## src/rtl/decompress_unpack.sv

```systemverilog
`default_nettype none
// ============================================================================
// Module      : decompress_unpack
// Description : Byte-stream unpacker feeding the Kyber decompress stage.
//               Collects 1, 4 or 10 little-endian bytes per group (d = 1, 4
//               or 10) and presents each group of 8 packed coefficients with
//               a valid/ready handshake; one start covers one polynomial.
// Revision    : 1.0 - initial release
// ============================================================================
module decompress_unpack #(
    parameter int N_GROUPS  = 32,
    parameter int MAX_BYTES = 10
) (
    input  logic                   clk,
    input  logic                   rst,
    input  logic                   start,
    input  logic [3:0]             d_in,
    input  logic [7:0]             in_byte,
    input  logic                   in_valid,
    output logic                   in_ready,
    output logic                   out_valid,
    input  logic                   out_ready,
    output logic [3:0]             d,
    output logic [7:0]             in_data_d1,
    output logic [31:0]            in_data_d4,
    output logic [8*MAX_BYTES-1:0] in_data_d10,
    output logic                   busy,
    output logic                   done
);

    localparam int          GW         = (N_GROUPS > 1) ? $clog2(N_GROUPS) : 1;
    localparam int          BW         = 8 * MAX_BYTES;
    localparam logic [GW-1:0] LAST_GROUP = GW'(N_GROUPS - 1);

    localparam logic [1:0] ST_IDLE = 2'd0;
    localparam logic [1:0] ST_LOAD = 2'd1;
    localparam logic [1:0] ST_EMIT = 2'd2;

    logic [1:0]    state;
    logic [1:0]    state_nxt;
    logic [BW-1:0] buffer;
    logic [3:0]    byte_cnt;
    logic [GW-1:0] group_cnt;
    logic [3:0]    bpg;
    logic          start_ok;
    logic          byte_take;
    logic          group_take;
    logic          last_byte;
    logic          last_group;

    // Bytes per group: anything other than 1 or 4 groups like d=10.
    always_comb begin
        bpg = 4'd10;
        if (d == 4'd1)      bpg = 4'd1;
        else if (d == 4'd4) bpg = 4'd4;
    end

    // A start landing on the done cycle belongs to the finishing polynomial
    // and is dropped, so done gates acceptance in IDLE.
    assign start_ok   = (state == ST_IDLE) && start && !done;
    assign byte_take  = (state == ST_LOAD) && in_valid;
    assign group_take = (state == ST_EMIT) && out_ready;
    assign last_byte  = (byte_cnt == (bpg - 4'd1));
    assign last_group = (group_cnt == LAST_GROUP);

    // State register.
    always_ff @(posedge clk) begin
        if (rst) state <= ST_IDLE;
        else     state <= state_nxt;
    end

    // Next-state decode.
    always_comb begin
        state_nxt = state;
        case (state)
            ST_IDLE: if (start_ok) state_nxt = ST_LOAD;
            ST_LOAD: if (byte_take && last_byte) state_nxt = ST_EMIT;
            ST_EMIT: if (out_ready) state_nxt = last_group ? ST_IDLE : ST_LOAD;
            default: state_nxt = ST_IDLE;
        endcase
    end

    // Handshake and status outputs decoded from the current state.
    always_comb begin
        in_ready  = 1'b0;
        out_valid = 1'b0;
        busy      = 1'b0;
        case (state)
            ST_LOAD: begin
                in_ready = 1'b1;
                busy     = 1'b1;
            end
            ST_EMIT: begin
                out_valid = 1'b1;
                busy      = 1'b1;
            end
            default: ;
        endcase
    end

    // Datapath: width latch, byte assembly, counters and done pulse.
    always_ff @(posedge clk) begin
        if (rst) begin
            d         <= 4'd0;
            buffer    <= '0;
            byte_cnt  <= 4'd0;
            group_cnt <= '0;
            done      <= 1'b0;
        end else begin
            done <= group_take && last_group;
            if (start_ok) begin
                d         <= d_in;
                buffer    <= '0;
                byte_cnt  <= 4'd0;
                group_cnt <= '0;
            end else if (byte_take) begin
                for (int i = 0; i < MAX_BYTES; i++) begin
                    if (byte_cnt == i[3:0]) buffer[8*i +: 8] <= in_byte;
                end
                byte_cnt <= last_byte ? 4'd0 : byte_cnt + 4'd1;
            end else if (group_take) begin
                // Clearing here keeps unused upper bytes of the next group at 0.
                buffer    <= '0;
                group_cnt <= group_cnt + 1'b1;
            end
        end
    end

    assign in_data_d1  = buffer[7:0];
    assign in_data_d4  = buffer[31:0];
    assign in_data_d10 = buffer;

endmodule
`default_nettype wire

```

## config.mk

```make
export PLATFORM = sky130hd
export DESIGN_NAME = decompress_unpack
export DESIGN_NICKNAME = d
export VERILOG_FILES = /design/src/rtl/decompress_unpack.sv
export SDC_FILE = /design/constraint.sdc
export NUM_CORES = 1
export LEC_CHECK = 0
export ABC_AREA = 1
export CAP_MARGIN = 20
export CORE_MARGIN = 10
export CORE_UTILIZATION = 46
export DETAILED_ROUTE_END_ITERATION = 8
export PLACE_DENSITY = 0.81
export RECOVER_POWER = 50
export SLEW_MARGIN = 10
export SYNTH_ARGS = -nofsm -noshare
export SYNTH_HDL_FRONTEND = slang
export SYNTH_SLANG_ARGS = --single-unit
```

## constraint.sdc

```tcl
create_clock -name clk -period 2.04 [get_ports clk]
set_input_delay 0.408 -clock clk [delete_from_list [all_inputs] [get_ports clk]]
set_output_delay 0.408 -clock clk [all_outputs]
set_load 0.05 [all_outputs]
```

==> metrics.md <==
| Metric | Value |
|---|---|
| Post-DP HPWL | 8810 um |
| Fin. Hold Viols | 0 |
| PnR worst setup slack | 24.1 ps |
| Core area | 0.00911 mm2 |
| Most frequent cells in the layout | nor2_1 (150), clkdlybuf4s50_1 (103), dfxtp_1 (96), o21ai_0 (81), inv_1 (40) |
| Syn nets | between 500 and 600 |
| Crit path time final | approximately 2000 ps |
| 1st-pass router iterations | 4 |
| Global-route wire length before repair | between 15,000 and 20,000 um |
| Tot GR Track Use | 0.168 |
| Mean Syn Cell Area | 7.92 um2 |
| PwrDens | 737 mW/mm2 |
| Fin nets | 679 |
| Layout cells sized above 1 | 0.108 |
| I/O Pins | 145 |
| ANT cells | 0 |
| Via-to-Cell Ratio | 4.90 |
| Hold Path Origin | in_data_d10[77]$_SDFFE_PP0P_ |
| Syn. warnings | 0 |
| Crit path required time | 1630 ps |
| Area Growth Syn to Fin | 34.2% |
| CTS root buffer | clkbuf_8 |
| Initial Util | 0.467 |
| WS Path Type | flip-flop to primary output |
| Final Skew | 12.2 ps |
| Total wire length | 11,600 um |
| VDD IR max | 0.512 mV |
| R2r endpoint | in_data_d10[16]$_SDFFE_PP0P_ |
| Post-CTS Setup Bufs | 0 |
| Reg clk slew, reported paths | 100 ps |
| Outcome | finished, final reports clean |
| Number of setup violations in the final report | 0 |
| Slew @ Worst Pin | 627 ps |
| Pin count of the biggest net entering global routing | 54 |
| R2r setup slk | between 150 and 200 ps |
| Routability congestion estimate | 0.843 |
| Hold path cells | 2 |
| Filler Cell Count | 774 |
| Min-Delay Path Class | flip-flop to flip-flop |
| Die height | 116 um |
| Max-cap violations | 0 |
| Post-Syn Instances | ~540 |
| Critical path peak fanout | 4 |
| Via count | ~3,800 |
| FF-to-FF path depth | 10 |
| Vias in the first global route | around 3,700 |
| Most common cell after layout, fill and taps aside | nor2_1 |
| I/O Buffers | 144 |
| Mapped Area | around 0.0043 mm2 |
| FP Rows | 35 |
| Clk_lat worst skew | roughly 370 ps |
| Clk buf depth | 2 |
| Crit-path leading delay family | buffers and inverters |
| CP startpoint | in_data_d10[3]$_SDFFE_PP0P_ |
| Clk sink count | 96 |
| CTS Hold Bufs | 0 |
| Max Fclk | roughly 500 MHz |
| Antenna violations before repair | 0 |
| CTS tree | done |
| Crit path cell chain | clkdlybuf4s50_1 |
| Chip width | 116 um |
| Slew HR | 0.584 |
| Post-synthesis sequential area ratio | 0.452 |
| Starting DRC count in detailed routing | 162 |
| DRC violations left | 0 |
| Max-slew violations | 0 |
| Seq cells post-synth | 96 |
| Nature of the critical path startpoint | flip-flop |
| Pre-CTS setup slack | 21.4 ps |
| Total power | 4210 uW |
| Worst setup EP type | primary output |
| FF-to-FF Start | state[1]$_SDFFE_PP0P_ |
| ANT nets after route | 0 |
| Leakage power | 0.00264 uW |
| DIE AREA | 0.0135 mm2 |
| Worst Hold End | in_data_d10[77]$_SDFFE_PP0P_ |
| Final period util | 0.988 |
| Gr ovfl total | 0 |
| Netlist cell types | 31 |
| Worst EP arrival | 1610 ps |
| Htree depth | 3 |
| Crit path buf inv count | 1 |
| Worst path max stage delay | 830 ps |
| Average wire per standard cell | about 15 um |
| Critical Path Slowest Stage Cell | clkdlybuf4s50_1 |
| CTS Buf Count | 9 |
[routing by layer]
layer  vias up  routed length (um)  track usage  share of wire
li1       1896                   -            -              -
met1      1699                4700        0.181           0.41
met2       145                5560        0.295           0.48
met3        24                1050       0.0488          0.090
met4         0                 295       0.0801          0.025
met5         -                   0            0              0
[cell families after synthesis]
logic type | after synthesis | synth area share
DFF | 96 | 0.452
and+or+nand+nor | 198 | 0.203
xor gates and xnor gates | 2 | 0.00412
adders and majority gates | 10 | 0.0294
AOI/OAI and AO/OA | 124 | 0.171
buffers and inverters | 107 | 0.140
[layout make-up]
type / instances / area, um2 / share of cell area
Inverter: 53 / 206 / 0.0362
Clock buffer: 10 / 138 / 0.0241
Sequential cell: 96 / 1920 / 0.337
Clock inverter: 6 / 57.6 / 0.0101
Tap cell: 111 / 139 / 0.0243
Multi-Input combinational cell: 334 / 1730 / 0.303
Timing Repair Buffer: 158 / 1510 / 0.265
[cell usage after synthesis]
master / n / area [um2]
buf_4: 41 / 308
buf_1: 1 / 3.75
inv_1: 40 / 150
xor2_1: 2 / 17.5
inv_4: 1 / 6.26
nor3_1: 1 / 5.00
nand2_4: 3 / 33.8
o22ai_1: 1 / 6.26
nor2_1: 149 / 559
ha_1: 10 / 125
clkbuf_1: 7 / 26.3
nor2_8: 2 / 40.0
a211oi_1: 1 / 7.51
inv_6: 1 / 8.76
dfxtp_1: 96 / 1920
nor2_2: 8 / 50.1
nand2_2: 2 / 12.5
inv_2: 11 / 41.3
buf_12: 1 / 20.0
a31oi_4: 2 / 42.5
o21ai_1: 8 / 40.0
a21oi_4: 6 / 97.6
a21oi_1: 24 / 120
nand2_1: 20 / 75.1
nor2_4: 2 / 22.5
o21ai_0: 81 / 405
o21bai_1: 1 / 7.51
nor3_4: 1 / 16.3
buf_6: 2 / 22.5
nand3_1: 10 / 50.1
buf_2: 2 / 10.0
[power breakdown]
group          internal, uW  total, uW  switching (uW)
Sequential             1920       1970            45.6
Combinational           311       1030             723
Clock                   507       1210             701
Total                  2740       4210            1470
[metrics by stage]
step | hold slack, ps | instance area, um2 | TNS (ps) | utilization | std cells
after detailed placement | 435 | 5540 | 0 | 0.608 | 752
after floorplan | 428 | 4250 | 0 | - | 537
final | 455 | 5710 | 0 | 0.627 | 768
after global placement | 435 | 5540 | 0 | 0.608 | 752
after CTS | 458 | 5730 | 0 | 0.629 | 768
after global routing | 479 | 5710 | -20.1 | 0.627 | 768
[worst min-delay path, stage by stage (launching register included)]
cell and delay (ps):
dfxtp_1 320, inv_1 50, a21oi_1 50
[registers in the layout, indices dropped and copies added (netlist names)]
name and flops:
done 1, state 2, d 4, in_data_d10 80
group_cnt 5, byte_cnt 4
[worst max path at each step]
stage / endpoint / depth (start not counted)
after floorplan: in_data_d10[71]$_SDFFE_PP0P_ / 10
after global placement: in_data_d10[19]$_SDFFE_PP0P_ / 8
after detailed placement: in_data_d10[16]$_SDFFE_PP0P_ / 8
after CTS: in_data_d1[2] / 1
after global routing: in_data_d1[3] / 1
final: in_data_d4[3] / 1
[timing repair]
action / in CTS / in global routing
endpoints found under the setup margin: 5 / 41
pin swaps: 0 / 0
endpoints found under the hold margin: 0 / 0
resized for setup: 2 / 36
(Power assumes the default switching activity.)
